[src/rtl/mod_enc_mixcolumns.sv]
// AES-256 encryption MixColumns stage: mixes one column per clock, valid/ready on both sides.
// Optional final-round bypass input enabled by defining ENC_MIXCOL_BYPASS_EN.
module mod_enc_mixcolumns (
  input  logic             clk,
  input  logic             rst,
  input  logic             in_valid,
  output logic             in_ready,
  input  logic [15:0][7:0] inp,
`ifdef ENC_MIXCOL_BYPASS_EN
  input  logic             bypass,
`endif
  output logic             out_valid,
  input  logic             out_ready,
  output logic [15:0][7:0] outp,
  output logic             busy
);

  typedef enum logic [1:0] {
    IDLE = 2'd0,
    CALC = 2'd1,
    DONE = 2'd2
  } state_t;

  state_t          state;
  state_t          state_next;
  logic [1:0]      col_cnt;
  logic [15:0][7:0] buffer;
  logic            bypass_q;
  logic [3:0][7:0] col_in;
  logic [3:0][7:0] col_mix;
  logic [3:0][7:0] col_out;

  function automatic logic [7:0] xtime(input logic [7:0] x);
    return {x[6:0], 1'b0} ^ (x[7] ? 8'h1b : 8'h00);
  endfunction

  always_ff @(posedge clk) begin
    if (rst) state <= IDLE;
    else     state <= state_next;
  end

  always_comb begin
    state_next = state;
    in_ready   = 1'b0;
    out_valid  = 1'b0;
    busy       = 1'b0;
    unique case (state)
      IDLE: begin
        in_ready = 1'b1;
        if (in_valid) state_next = CALC;
      end
      CALC: begin
        busy = 1'b1;
        if (col_cnt == 2'd3) state_next = DONE;
      end
      DONE: begin
        busy      = 1'b1;
        out_valid = 1'b1;
        if (out_ready) state_next = IDLE;
      end
      default: state_next = IDLE;
    endcase
  end

  // Column col_cnt of the row-major buffer lives at bytes 4*r + col_cnt.
  always_comb begin
    col_in[0] = buffer[{2'd0, col_cnt}];
    col_in[1] = buffer[{2'd1, col_cnt}];
    col_in[2] = buffer[{2'd2, col_cnt}];
    col_in[3] = buffer[{2'd3, col_cnt}];

    col_mix[0] = xtime(col_in[0]) ^ xtime(col_in[1]) ^ col_in[1] ^ col_in[2] ^ col_in[3];
    col_mix[1] = col_in[0] ^ xtime(col_in[1]) ^ xtime(col_in[2]) ^ col_in[2] ^ col_in[3];
    col_mix[2] = col_in[0] ^ col_in[1] ^ xtime(col_in[2]) ^ xtime(col_in[3]) ^ col_in[3];
    col_mix[3] = xtime(col_in[0]) ^ col_in[0] ^ col_in[1] ^ col_in[2] ^ xtime(col_in[3]);

    col_out = bypass_q ? col_in : col_mix;
  end

  always_ff @(posedge clk) begin
    if (rst) begin
      buffer  <= '0;
      col_cnt <= 2'd0;
    end else begin
      unique case (state)
        IDLE: begin
          if (in_valid) begin
            buffer  <= inp;
            col_cnt <= 2'd0;
          end
        end
        CALC: begin
          buffer[{2'd0, col_cnt}] <= col_out[0];
          buffer[{2'd1, col_cnt}] <= col_out[1];
          buffer[{2'd2, col_cnt}] <= col_out[2];
          buffer[{2'd3, col_cnt}] <= col_out[3];
          col_cnt                 <= col_cnt + 2'd1;
        end
        default: ;
      endcase
    end
  end

`ifdef ENC_MIXCOL_BYPASS_EN
  always_ff @(posedge clk) begin
    if (rst)                          bypass_q <= 1'b0;
    else if (state == IDLE && in_valid) bypass_q <= bypass;
  end
`else
  assign bypass_q = 1'b0;
`endif

  assign outp = buffer;

endmodule

[config.mk]
export PLATFORM = sky130hd
export DESIGN_NAME = mod_enc_mixcolumns
export DESIGN_NICKNAME = d
export VERILOG_FILES = /design/src/rtl/mod_enc_mixcolumns.sv
export SDC_FILE = /design/constraint.sdc
export NUM_CORES = 1
export LEC_CHECK = 0
export ABC_AREA = 1
export ABC_CLOCK_PERIOD_IN_PS = 2300
export BUFFER_PORTS_ARGS = -buffer_cell sky130_fd_sc_hd__buf_4
export CAP_MARGIN = 20
export CORE_ASPECT_RATIO = 2
export CORE_MARGIN = 5
export CORE_UTILIZATION = 53
export CTS_CLUSTER_DIAMETER = 40
export DETAILED_ROUTE_END_ITERATION = 16
export GPL_ROUTABILITY_DRIVEN = 0
export PLACE_DENSITY = 0.81
export SLEW_MARGIN = 0
export SYNTH_ARGS = -nofsm -noshare
export SYNTH_HDL_FRONTEND = slang
export SYNTH_SLANG_ARGS = --single-unit
[constraint.sdc]
create_clock -name clk -period 2.3 [get_ports clk]
set_input_delay 0.345 -clock clk [delete_from_list [all_inputs] [get_ports clk]]
set_output_delay 0.345 -clock clk [all_outputs]
set_load 0.1 [all_outputs]
==> results of run 1 <==
==> final timing paths <==
check	end	start	cells past startpoint
max	outp[121]$_SDFFE_PP0P_	col_cnt[1]$_SDFFE_PP0P_	12
min	col_cnt[1]$_SDFFE_PP0P_	rst	2
max reg2reg	outp[121]$_SDFFE_PP0P_	col_cnt[1]$_SDFFE_PP0P_	12
min reg2reg	state[1]$_SDFFE_PP0P_	state[1]$_SDFFE_PP0P_	2
==> metal layers <==
layer  share of wire  routed length [microns]
met5               0                        0
met4           0.081                     3170
met3            0.11                     4180
met2            0.48                    18800
met1            0.33                    12700
==> layout by cell type, fill, tap and decap left out, drive strengths merged, types with 2 or more instances in the layout <==
| master | Yosys | routed |
|---|---|---|
| ha | 7 | 7 |
| inv | 46 | 45 |
| nand3b | 4 | 4 |
| xnor2 | 2 | 2 |
| clkbuf | 53 | 21 |
| nor2 | 3 | 3 |
| dfxtp | 132 | 132 |
| nand2 | 673 | 673 |
| o21ai | 134 | 134 |
| clkinvlp | 0 | 2 |
| clkinv | 1 | 9 |
| a21oi | 260 | 260 |
| nand3 | 208 | 208 |
| buf | 40 | 299 |
==> stage by stage <==
| step | hold slack, ns | cell area (sq um) | cells |
|---|---|---|---|
| finish | 0.0859 | 11800 | 2012 |
| floorplan | 0.414 | 9120 | 1565 |
| global route | 0.0831 | 11800 | 2012 |
| global placement | 0.493 | 11300 | 1981 |
| CTS | 0.0816 | 11800 | 2012 |
| detailed placement | 0.519 | 11300 | 1981 |
==> sequential cells by signal (all words and copies together) (netlist names) <==
signal / flops
col_cnt: 2
state: 2
outp: 128
==> final cells by class <==
type / count / area share
Clock buffer: 21 / 0.0390
Multi-Input combinational cell: 1293 / 0.495
Clock inverter: 10 / 0.00710
Sequential cell: 132 / 0.224
Tap cell: 210 / 0.0222
Inverter: 47 / 0.0157
Timing Repair Buffer: 299 / 0.197
==> cell families (layout without fill, tap and decap cells) <==
kind of cell,Yosys count,count (layout)
flip-flops,132,132
XOR/XNOR,2,2
buffers and inverters,140,377
AND/OR/NAND/NOR,888,888
adder cells (fa/ha/maj),7,7
AO/OA/AOI/OAI,396,396
==> Yosys cell counts (all sizes together) <==
| library cell | n |
|---|---|
| a211oi | 1 |
| nand3 | 208 |
| buf | 40 |
| xnor2 | 2 |
| inv | 46 |
| clkinv | 1 |
| nor2 | 3 |
| nand2 | 673 |
| a21oi | 260 |
| nand3b | 4 |
| clkbuf | 53 |
| ha | 7 |
| o21ai | 134 |
| o221ai | 1 |
| dfxtp | 132 |
==> worst register-to-register path, cell delays in order, from the launching register on <==
cell      delay, ns
dfxtp_2        0.35
clkinv_1       0.21
buf_12         0.25
buf_12         0.18
nand3_1        0.09
nand2_1        0.17
nand2_1        0.22
nand3_1        0.10
nand2_1        0.09
nand2_1        0.07
nand2_2        0.15
nand2_1        0.08
a21oi_1        0.14
==> summary.md, run 1 <==
- result of the run: completed
- effective utilization at floorplan: 0.533
- relative slew slack: 0.580
- proportion of synthesized area in mux cells: 0
- slowest library cell on the worst path: dfxtp_2
- post-cts gate resize count: 0
- final HPWL from detailed placement: 28500 microns
- area fraction in compound gates after synthesis: 0.218
- first-pass GRT wire length: 59500 microns
- wire per inst: 19.3 microns
- number of buffers added for setup after CTS: 0
- maximum count of clock buffers along a single path: 2
- smallest setup slack after layout: 0.126 ns
- Hold Crit Class: in2reg
- CTS H-Tree Depth: 4
- register area share after synthesis: 0.290
- gate count of the mapped netlist: 1565
- met3 track demand over resource in global routing: 0.0654
- Top Ports: 263
- insertion delay to the later sink of the worst-skew pair: 0.43 ns
- max-cap violations: 0
- CTS Sinks: 132
- Setup TNS: 0 ns
- vertical extent of the die: 196 microns
- number of fill cells in the layout: 1499
- Site Rows: 68
- DR vias/cell: 6.12
- adder and majority gate portion of the synthesized area: 0.00960
- Max stage delay on crit path: 0.35 ns
- internal reg-to-reg setup slack: 0.13 ns
- area fraction in and, or, nand and nor cells after synthesis: 0.408
- starting DRC count in detailed routing: 1339
- clock tree from TritonCTS: done
- largest area contributor in the synthesized netlist: dfxtp_1
- final wirelength: 38900 microns
- Fmax: 460 MHz
- Total Die Area: 20100 sq um
- antenna viol nets, final: 0
- data required time of the worst path: 2.66 ns
- number of clock buffers inserted by TritonCTS: 17
- number of inserted diodes: 0
- drc violations: 0
- pin count of the biggest net entering global routing: 71
- DR pass1 iterations: 9
- Total GRT Usage: 0.375
- critical path start-end classification: reg2reg
- final cycle utilization of the critical path: 0.945
- Tightest Pin Transition: 0.629 ns
- fraction of synthesized cell area in xor and xnor cells: 0.00192
- number of antenna violations at the first check in global routing: 0
- final global-route overflow total: 0
- final core occ: 0.691
- Max FO, Critical Path: 32
- Crit path arrival time: 2.53 ns
- Synth Area per Inst: 5.83 sq um
- share of layout cells above drive strength 1: 0.214
- Worst path top cell family by delay: simple AND/OR/NAND/NOR gates
- Syn Std Cell Area: 9120 sq um
- Core Region: 17100 sq um
- layout overhead on the synthesized area: 29.5%
- clock transition at the registers of the reported paths: 0.06 ns
- width of the die: 103 microns
- Synth Net Count: 1704
- most common cell type on the critical path: nand2_1
- warning count from the yosys run: 0
- top cell type's share of synthesized area: 0.290
- Critical Path End Type: flop
- hold bufs inserted after CTS: 0
- number of global-route vias before repair: 11700
- FF/Latch Area: 2650 sq um
- Slew Limit Fails: 0
- met2 Track Usage GR: 0.626
- area of the multi-input gates: 5840 sq um
- cells taking the most area after synthesis: dfxtp_1, nand2_1, a21oi_1
- highest-utilization routing layer at the global route stage: met2
- shortest clock period the worst path allows after layout: 2.17 ns
- dominant combinational cell family by area after synthesis: simple AND/OR/NAND/NOR gates
- critical-path cell list: clkinv_1, buf_12, buf_12, nand3_1, nand2_1, nand2_1, nand3_1, nand2_1, nand2_1, nand2_2, nand2_1, a21oi_1
- maximum clock skew at final layout: 0.00926 ns
- kind of launch point of the worst setup path: flop
- count of final hold-check violations: 0
- number of buffer and inverter instances along the worst setup path: 3
- unrepaired setup endpoints after global routing: false
- root buf cell: clkbuf_16
- NumNets Final: 1929
- global-route track usage on met1: 0.419
- # port buffers: 262
- worst setup slack before clock tree synthesis: 0.141 ns
- DR vias: 12300
- FF+latch count, synth: 132
- Distinct cells, synth: 24
- Final setup viols: 0
Power of run 1 is left out: the tool's default activity adds up to more than one toggle a clock period on the data nets, which glitch-free logic cannot reach.
==> run 2: changes to the inputs <==
--- a/config.mk
+++ b/config.mk
@@ -9,13 +9,15 @@
 export ABC_CLOCK_PERIOD_IN_PS = 2300
 export BUFFER_PORTS_ARGS = -buffer_cell sky130_fd_sc_hd__buf_4
 export CAP_MARGIN = 20
+export CELL_PAD_IN_SITES_DETAIL_PLACEMENT = 1
+export CELL_PAD_IN_SITES_GLOBAL_PLACEMENT = 2
 export CORE_ASPECT_RATIO = 2
 export CORE_MARGIN = 5
-export CORE_UTILIZATION = 53
+export CORE_UTILIZATION = 26
 export CTS_CLUSTER_DIAMETER = 40
 export DETAILED_ROUTE_END_ITERATION = 16
 export GPL_ROUTABILITY_DRIVEN = 0
-export PLACE_DENSITY = 0.81
+export PLACE_DENSITY_LB_ADDON = 0.1
 export SLEW_MARGIN = 0
 export SYNTH_ARGS = -nofsm -noshare
 export SYNTH_HDL_FRONTEND = slang
==> summary.md, run 2 (synthesis gave the netlist of run 1 again) <==
- result of the run: completed
- vertical extent of the die: 275 microns, +41%
- Fmax: 479 MHz, +4.2%
- placed cell area: 11700 sq um, +3.9%
- Tightest Pin Transition: 0.721 ns, +0.0916 ns
- Crit path arrival time: 2.47 ns, -0.06 ns
- Core Region: 34800 sq um, +100%
- number of inserted diodes: 0, unchanged
- Slew Limit Fails: 0, unchanged
- kind of launch point of the worst setup path: flop
- maximum count of clock buffers along a single path: 2, unchanged
- Total GRT Usage: 0.250, -0.125
- number of clock buffers inserted by TritonCTS: 17, unchanged
- drc violations: 0, unchanged
- count of final hold-check violations: 0, unchanged
- Critical Path End Type: flop
- number of antenna violations at the first check in global routing: 0, unchanged
- final global-route overflow total: 0, unchanged
- unrepaired setup endpoints after global routing: false
- effective utilization at floorplan: 0.262, -0.271
- number of fill cells in the layout: 4575, +210%
- Hold Crit Class: in2reg
- first-pass GRT wire length: 74600 microns, +25%
- layout overhead on the synthesized area: 34.4%
- clock tree from TritonCTS: done
- Total Die Area: 39200 sq um, +95%
- critical path start-end classification: reg2reg
- max-cap violations: 0, unchanged
- width of the die: 142 microns, +39%
- insertion delay to the later sink of the worst-skew pair: 0.46 ns, +0.03 ns
- Site Rows: 97, +43%
- DR pass1 iterations: 5, -4
- Top Ports: 263, unchanged
- Final setup viols: 0, unchanged
- DR vias/cell: 5.24, -14%
- pin count of the biggest net entering global routing: 64, -9.9%
- CTS Sinks: 132, unchanged
- final HPWL from detailed placement: 38600 microns, +35%
- clock transition at the registers of the reported paths: 0.07 ns, about the same
- Finished Cell Area: 12300 sq um, +3.8%
- root buf cell: clkbuf_16
- shortest clock period the worst path allows after layout: 2.09 ns, -0.0869 ns
- Largest register FFs: 128, unchanged
- worst hold slack across all endpoints: 0.0661 ns, -0.0198 ns
- relative slew slack: 0.516, -0.0640
- antenna viol nets, final: 0, unchanged
- NumNets Final: 1939, +0.52%
- most used cells in the layout excluding fill and tap cells: nand2_1, buf_4, a21oi_1
- final cycle utilization of the critical path: 0.907, -0.0378
- data required time of the worst path: 2.69 ns, +0.03 ns
- final wirelength: 49600 microns, +28%
- starting DRC count in detailed routing: 646, -52%
- leading cell type in the layout, fill and taps excluded: nand2_1
- Max FO, Critical Path: 23, -28%
- maximum clock skew at final layout: 0.0134 ns, +0.00418 ns
- # port buffers: 262, unchanged
- number of global-route vias before repair: 12500, +6.4%
- DR vias: 11800, -4.2%
- share of layout cells above drive strength 1: 0.219, +0.00458
- CTS H-Tree Depth: 4, unchanged
- wire per inst: 22.0 microns, +14%
==> run 2: worst paths after layout <==
| check | from | end | slack (ns) | cells past startpoint |
|---|---|---|---|---|
| worst min-delay path | rst | col_cnt[1]$_SDFFE_PP0P_ | 0.07 | 2 |
| worst max register to register | col_cnt[0]$_SDFFE_PP0P_ | outp[116]$_SDFFE_PP0P_ | 0.21 | 13 |
| worst max-delay path | col_cnt[0]$_SDFFE_PP0P_ | outp[116]$_SDFFE_PP0P_ | 0.21 | 13 |
| worst min register to register | state[1]$_SDFFE_PP0P_ | state[1]$_SDFFE_PP0P_ | 0.53 | 2 |
==> run 2: metal layers <==
metal	track usage	vias up	part of all wire
met1	0.277	5734	0.39
met2	0.470	308	0.54
met4	0.0974	0	0.033
li1	-	5692	-
met3	0.0358	76	0.042
met5	0	-	0
==> run 2: layout make-up <==
type | count | area (sq um) | area share
repair buffers | 309 | 2470 | 0.202
well taps | 445 | 557 | 0.0454
flip-flops and latches | 132 | 2650 | 0.216
multi-input cells | 1293 | 5860 | 0.478
clock buffers | 18 | 429 | 0.0350
inverters | 47 | 186 | 0.0152
clock inverters | 11 | 115 | 0.00939
==> run 2: worst max-delay path, cell delays in order, from the launching register on <==
cell and delay [ns]:
dfxtp_2 0.47, inv_8 0.10, buf_12 0.17, nand2_1 0.09, nand2_1 0.06, nand2_1 0.05
nand2_1 0.16, nand2_1 0.10, nand2_1 0.10, nand2_1 0.13, nand2_1 0.08, nand2_1 0.22
nand3_1 0.13, a21oi_1 0.13
==> run 2: repair_timing <==
item                                    4_1_cts  5_1_grt
endpoints found under the setup margin        0       41
setup buffers                                 0        2
hold buffers                                  0        0
gates resized for setup                       0        3
==> run 2: through the flow <==
stage	setup WS, ns	utilization	cells	TNS [ns]
after global routing	0.00294	0.352	2255	0
final	0.213	0.352	2255	0
after global placement	-0.00452	0.336	2224	-0.00452
after CTS	0.0169	0.351	2253	0
after detailed placement	0.0305	0.336	2224	0
after floorplan	0.147	-	1565	0
Power of run 2 is left out for the same reason.
